--- config.mk ---
export PLATFORM = sky130hd
export DESIGN_NAME = pipe_delay_line
export DESIGN_NICKNAME = d
export VERILOG_FILES = /design/src/rtl/pipe_delay_pkg.sv /design/src/rtl/pipe_delay_line_stage.sv /design/src/rtl/pipe_delay_line.sv
export SDC_FILE = /design/constraint.sdc
export NUM_CORES = 1
export LEC_CHECK = 0
export CORE_MARGIN = 1.5
export CORE_UTILIZATION = 40
export DETAILED_ROUTE_END_ITERATION = 16
export PLACE_DENSITY = 0.68
export RECOVER_POWER = 50
export SETUP_SLACK_MARGIN = 0.15
export SYNTH_ARGS = -nofsm -noshare
export SYNTH_HDL_FRONTEND = slang
export SYNTH_HIERARCHICAL = 1
export SYNTH_SLANG_ARGS = --single-unit
export TNS_END_PERCENT = 100
--- constraint.sdc ---
create_clock -name sys_clk -period 2.3 [get_ports sys_clk]
set_clock_uncertainty 0.15 [all_clocks]
set_input_delay 0.46 -clock sys_clk [delete_from_list [all_inputs] [get_ports sys_clk]]
set_output_delay 0.46 -clock sys_clk [all_outputs]
set_load 0.02 [all_outputs]
--- src/rtl/pipe_delay_pkg.sv ---
// Shared types and helpers for the programmable delay line.
package pipe_delay_pkg;

    localparam int DEF_DATA_W  = 2;
    localparam int DEF_MAX_DLY = 8;

    // {valid,data} word for the default-width configuration
    typedef struct packed {
        logic                  valid;
        logic [DEF_DATA_W-1:0] data;
    } stage_word_t;

    function automatic int unsigned clamp_dly(input int unsigned sel, input int unsigned max_dly);
        return (sel > max_dly) ? max_dly : sel;
    endfunction

endpackage

--- src/rtl/pipe_delay_line_stage.sv ---
// One {valid,data} register of the delay line; clear and reset both load the idle word.
module delay_stage #(
    parameter int           W        = 3,
    parameter logic [W-1:0] RST_WORD = '0
) (
    input  logic         sys_clk,
    input  logic         sys_rst,
    input  logic         en,
    input  logic         clr,
    input  logic [W-1:0] d,
    output logic [W-1:0] q
);

    always_ff @(posedge sys_clk) begin
        if (sys_rst || clr) begin
            q <= RST_WORD;
        end else if (en) begin
            q <= d;
        end
    end

endmodule

--- src/rtl/pipe_delay_line.sv ---
// Stallable delay line: {valid,data} shifts through MAX_DLY stages, output tap chosen at run time.
module pipe_delay_line
    import pipe_delay_pkg::*;
#(
    parameter int                DATA_W  = DEF_DATA_W,
    parameter int                MAX_DLY = DEF_MAX_DLY,
    parameter int                DLY_W   = $clog2(MAX_DLY + 1),
    parameter logic [DATA_W-1:0] RST_VAL = {DATA_W{1'b0}}
) (
    input  logic              sys_clk,
    input  logic              sys_rst,
    input  logic              en,
    input  logic              flush,
    input  logic              in_valid,
    input  logic [DATA_W-1:0] in_data,
    input  logic [DLY_W-1:0]  dly_sel,
    output logic              out_valid,
    output logic [DATA_W-1:0] out_data,
    output logic              filled,
    output logic              dly_err
);

    localparam int W = DATA_W + 1;

    typedef struct packed {
        logic              valid;
        logic [DATA_W-1:0] data;
    } word_t;

    localparam word_t IDLE_WORD = {1'b0, RST_VAL};

    word_t              stage_q [MAX_DLY];
    word_t              in_word;
    word_t              tap_word;
    logic [DLY_W-1:0]   dly_q_reg;
    logic [DLY_W-1:0]   dly_q_next;
    logic               sel_over;
    logic               dly_err_reg;
    logic [DLY_W-1:0]   fill_cnt_reg;

    assign in_word = {in_valid, in_data};

    genvar gi;
    generate
        for (gi = 0; gi < MAX_DLY; gi++) begin : g_stage
            word_t d_word;
            if (gi == 0) begin : g_head
                assign d_word = in_word;
            end else begin : g_body
                assign d_word = stage_q[gi-1];
            end
            delay_stage #(
                .W        (W),
                .RST_WORD (IDLE_WORD)
            ) u_stage (
                .sys_clk (sys_clk),
                .sys_rst (sys_rst),
                .en      (en),
                .clr     (flush),
                .d       (d_word),
                .q       (stage_q[gi])
            );
        end
    endgenerate

    always_comb begin
        dly_q_next = DLY_W'(clamp_dly(32'(dly_sel), 32'(MAX_DLY)));
        sel_over   = (32'(dly_sel) > 32'(MAX_DLY));
    end

    // Delay select is sampled every cycle, even while stalled; any change restarts the fill count.
    always_ff @(posedge sys_clk) begin
        if (sys_rst) begin
            dly_q_reg    <= '0;
            dly_err_reg  <= 1'b0;
            fill_cnt_reg <= '0;
        end else begin
            dly_q_reg   <= dly_q_next;
            dly_err_reg <= sel_over;
            if (flush || (dly_q_next != dly_q_reg)) begin
                fill_cnt_reg <= '0;
            end else if (en && (fill_cnt_reg < DLY_W'(MAX_DLY))) begin
                fill_cnt_reg <= fill_cnt_reg + 1'b1;
            end
        end
    end

    always_comb begin
        tap_word = IDLE_WORD;
        for (int i = 0; i < MAX_DLY; i++) begin
            if (dly_q_reg == DLY_W'(i + 1)) begin
                tap_word = stage_q[i];
            end
        end
    end

    // Reset forces the idle word even in bypass mode.
    always_comb begin
        if (sys_rst) begin
            {out_valid, out_data} = IDLE_WORD;
        end else if (dly_q_reg == '0) begin
            {out_valid, out_data} = in_word;
        end else begin
            {out_valid, out_data} = tap_word;
        end
    end

    assign filled  = (fill_cnt_reg >= dly_q_reg);
    assign dly_err = dly_err_reg;

endmodule
==> metrics.txt <==
IO Port Bufs=15; storage element area=roughly 670 µm²; Critical Path AT=between 1.5 and 2 ns; hold depth=2; WL/cell=between 10 and 15 µm; pin count of the biggest net entering global routing=19; Slew Limit Fails=0; xor and xnor area share after synthesis=under 10%; Clk pwr share=a little over a third; most common cell after layout, fill and taps aside=mux2i_1; Area growth syn-to-layout=31.1%; placer congestion estimate=0.858; worst slew pin tran=about 0.71 ns; starting density of the core=between 40 and 50%; Synth Instances=161; delay of the slowest critical-path stage=0.41 ns; CTS Buf Count=5; Post-synth EDFFs=0; placed insts=around 240; max cap viols=0; area of the multi-input gates=around 970 µm²; Worst R2R Path Depth=5; DR vias/cell=5.40; ys async rst share=0%; Final WS setup=0.0282 ns; die width=around 66 µm; Seq pwr share=50.1%; CP Capture Type=output pin; sw power=298 µW; main combinational cell family by area after synthesis=multiplexers; commonest cells after routing, fill and taps aside=mux2i_1, dfxtp_1, nor3_1, buf_4, clkdlybuf4s50_1; clock-pin slew on the worst setup and hold paths=~0.060 ns; crit path cell chain=buf_6 > mux2_4 > a221oi_4 > o32ai_2 > buf_4; period utilisation layout=98.8%; DP Wirelength=2620 µm; Startpoint Class=register; Worst slew margin=a little over half; root buf cell=clkbuf_8; # rows=22; Remaining DRCs=0; Synth Area in Simple Gates=between 10% and 20%; mux share of post-synthesis cell area=roughly a fifth; Pint=872 µW; Worst-Skew Late Latency=between 0.2 and 0.3 ns; Fmax=0.440 GHz; register area share after synthesis=41.0%; CTS tree=built; ant diodes=0; final std cells w/o fill=250; CP Launch Point=dly_q_reg[0]; initial antenna violation count=0; peak supply drop=roughly 0.38 mV; core area=0.00377 mm²; power per cell area=around 550 mW/mm²; final hold violations=0; vias=1,351; Leak=between 0.0008 and 0.0009 µW; antenna viol nets, final=0; adder-cell share of the synthesized area=3.89%; chip height=66.5 µm; Post-layout nets=roughly 220; Place WS=-0.379 ns; Sink Count=33; syn nets=around 180; detailed-route wire length=3720 µm; FF+latch count, synth=33; First-pass DRT Iterations=4; Die ar.=around 0.0044 mm²; Largest delay share family, worst path=flip-flops; cts hold-fix bufs=0; Clock Path Buffers=2; Fillers=326; cell count along the critical path=5; Ports=16; complex-gate fraction of the synthesized area=between 10% and 20%; first-pass GRT wire length=roughly 6200 µm; Synth Flop Type=dfxtp_1; vias in the first global route=approximately 1,300; syn avg cell area=about 10 µm²; reg2reg start=dly_q_reg[2]; status=completed; Netlist cell types=35; Max Fanout on Critical Path=8; worst hold path class=reg -> reg; H-tree depth=2; Logic pwr share=between 10 and 15%; slowest CP cell=dfxtp_4; number of flip-flops under the largest register name=24; WS Path Type=reg -> out; mapped cell area=roughly 0.0016 mm²; RSZ-0062 raised after global routing=yes; Required @ worst endpoint=around 1.7 ns; Min Hold Slack=approximately 0.39 ns; grt ovf=0; GRT Resource Usage Total=between 10% and 20%; post-route minimum period=about 2.3 ns; CP bufs+invs=2; hold_sp=g_stage[7].u_stage/q[1]; DRT iter0 DRCs=between 100 and 150; Sw Ratio=about a quarter; Yosys warnings=6; Final Setup Violations=0; layout cells sized above 1=between 20% and 30%
synthesized netlist by cell type (3+ instances only):
cell type,n,area (µm²)
inv_1,5,18.8
xnor2_1,3,26.3
ha_1,5,62.6
nor2_1,9,33.8
nor3_1,24,120
dfxtp_1,33,661
nor2b_1,6,37.5
nand2_1,5,18.8
mux2i_1,32,320
and2_1,3,18.8
a21o_1,3,22.5
metal layers:
metal	track usage, %	share of wire (%)	vias up
li1	-	-	669
met1	23.5	46	640
met2	30.8	47	34
met3	4.56	4.1	8
met4	9.44	2.3	0
met5	0	0	-
logic make-up after synthesis:
logic type	count (synthesis)
buffers and inverters	9
adder cells (fa/ha/maj)	5
XOR/XNOR	5
AND/OR/NAND/NOR	55
AO/OA/AOI/OAI	20
multiplexers	34
flip-flops	33
power by group through the flow:
stage | Combinational (µW) | Sequential [µW] | Clock, µW
6_report | 165 | 586 | 419
5_1_grt | 179 | 587 | 456
3_5_place_dp | 154 | 599 | 0
4_1_cts | 160 | 586 | 433
3_3_place_gp | 150 | 598 | 0
2_1_floorplan | 71.9 | 596 | 0
worst reg2reg max path, stage by stage (launching register included):
cell     delay [ns]
dfxtp_2        0.35
buf_4          0.14
xor2_1         0.13
o31ai_1        0.21
nand4_1        0.22
nor2_1         0.16
final timing paths:
| check | end | slack [ns] |
|---|---|---|
| max reg2reg | fill_cnt_reg[0] | 0.88 |
| min reg2reg | g_stage[7].u_stage/q[1] | 0.39 |
| max | out_valid | 0.03 |
| min | g_stage[7].u_stage/q[1] | 0.39 |
metrics by stage:
stage               area, µm²  power (µW)  TNS, ns  utilization [%]
finish                   2110        1170        0             56.0
global placement         1920         749    -1.27             51.0
detailed placement       1920         752    -1.31             51.0
global route             2110        1220  -0.0915             56.0
floorplan                1610         668        0                -
CTS                      2060        1180        0             54.5
cell type report:
type | count | area share, %
sequential | 33 | 31.8
clock inverter | 2 | 0.474
multi-input combinational | 119 | 46.1
inverter | 5 | 0.889
tap | 48 | 2.85
clock buffer | 6 | 3.44
timing repair buffer | 37 | 14.4
what timing repair did:
| action | in CTS | in global routing |
|---|---|---|
| pin swaps | 5 | 4 |
| resized for setup | 34 | 9 |
| setup buffers | 2 | 2 |
| setup endpoints to repair | 4 | 4 |
(Power assumes the default switching activity.)
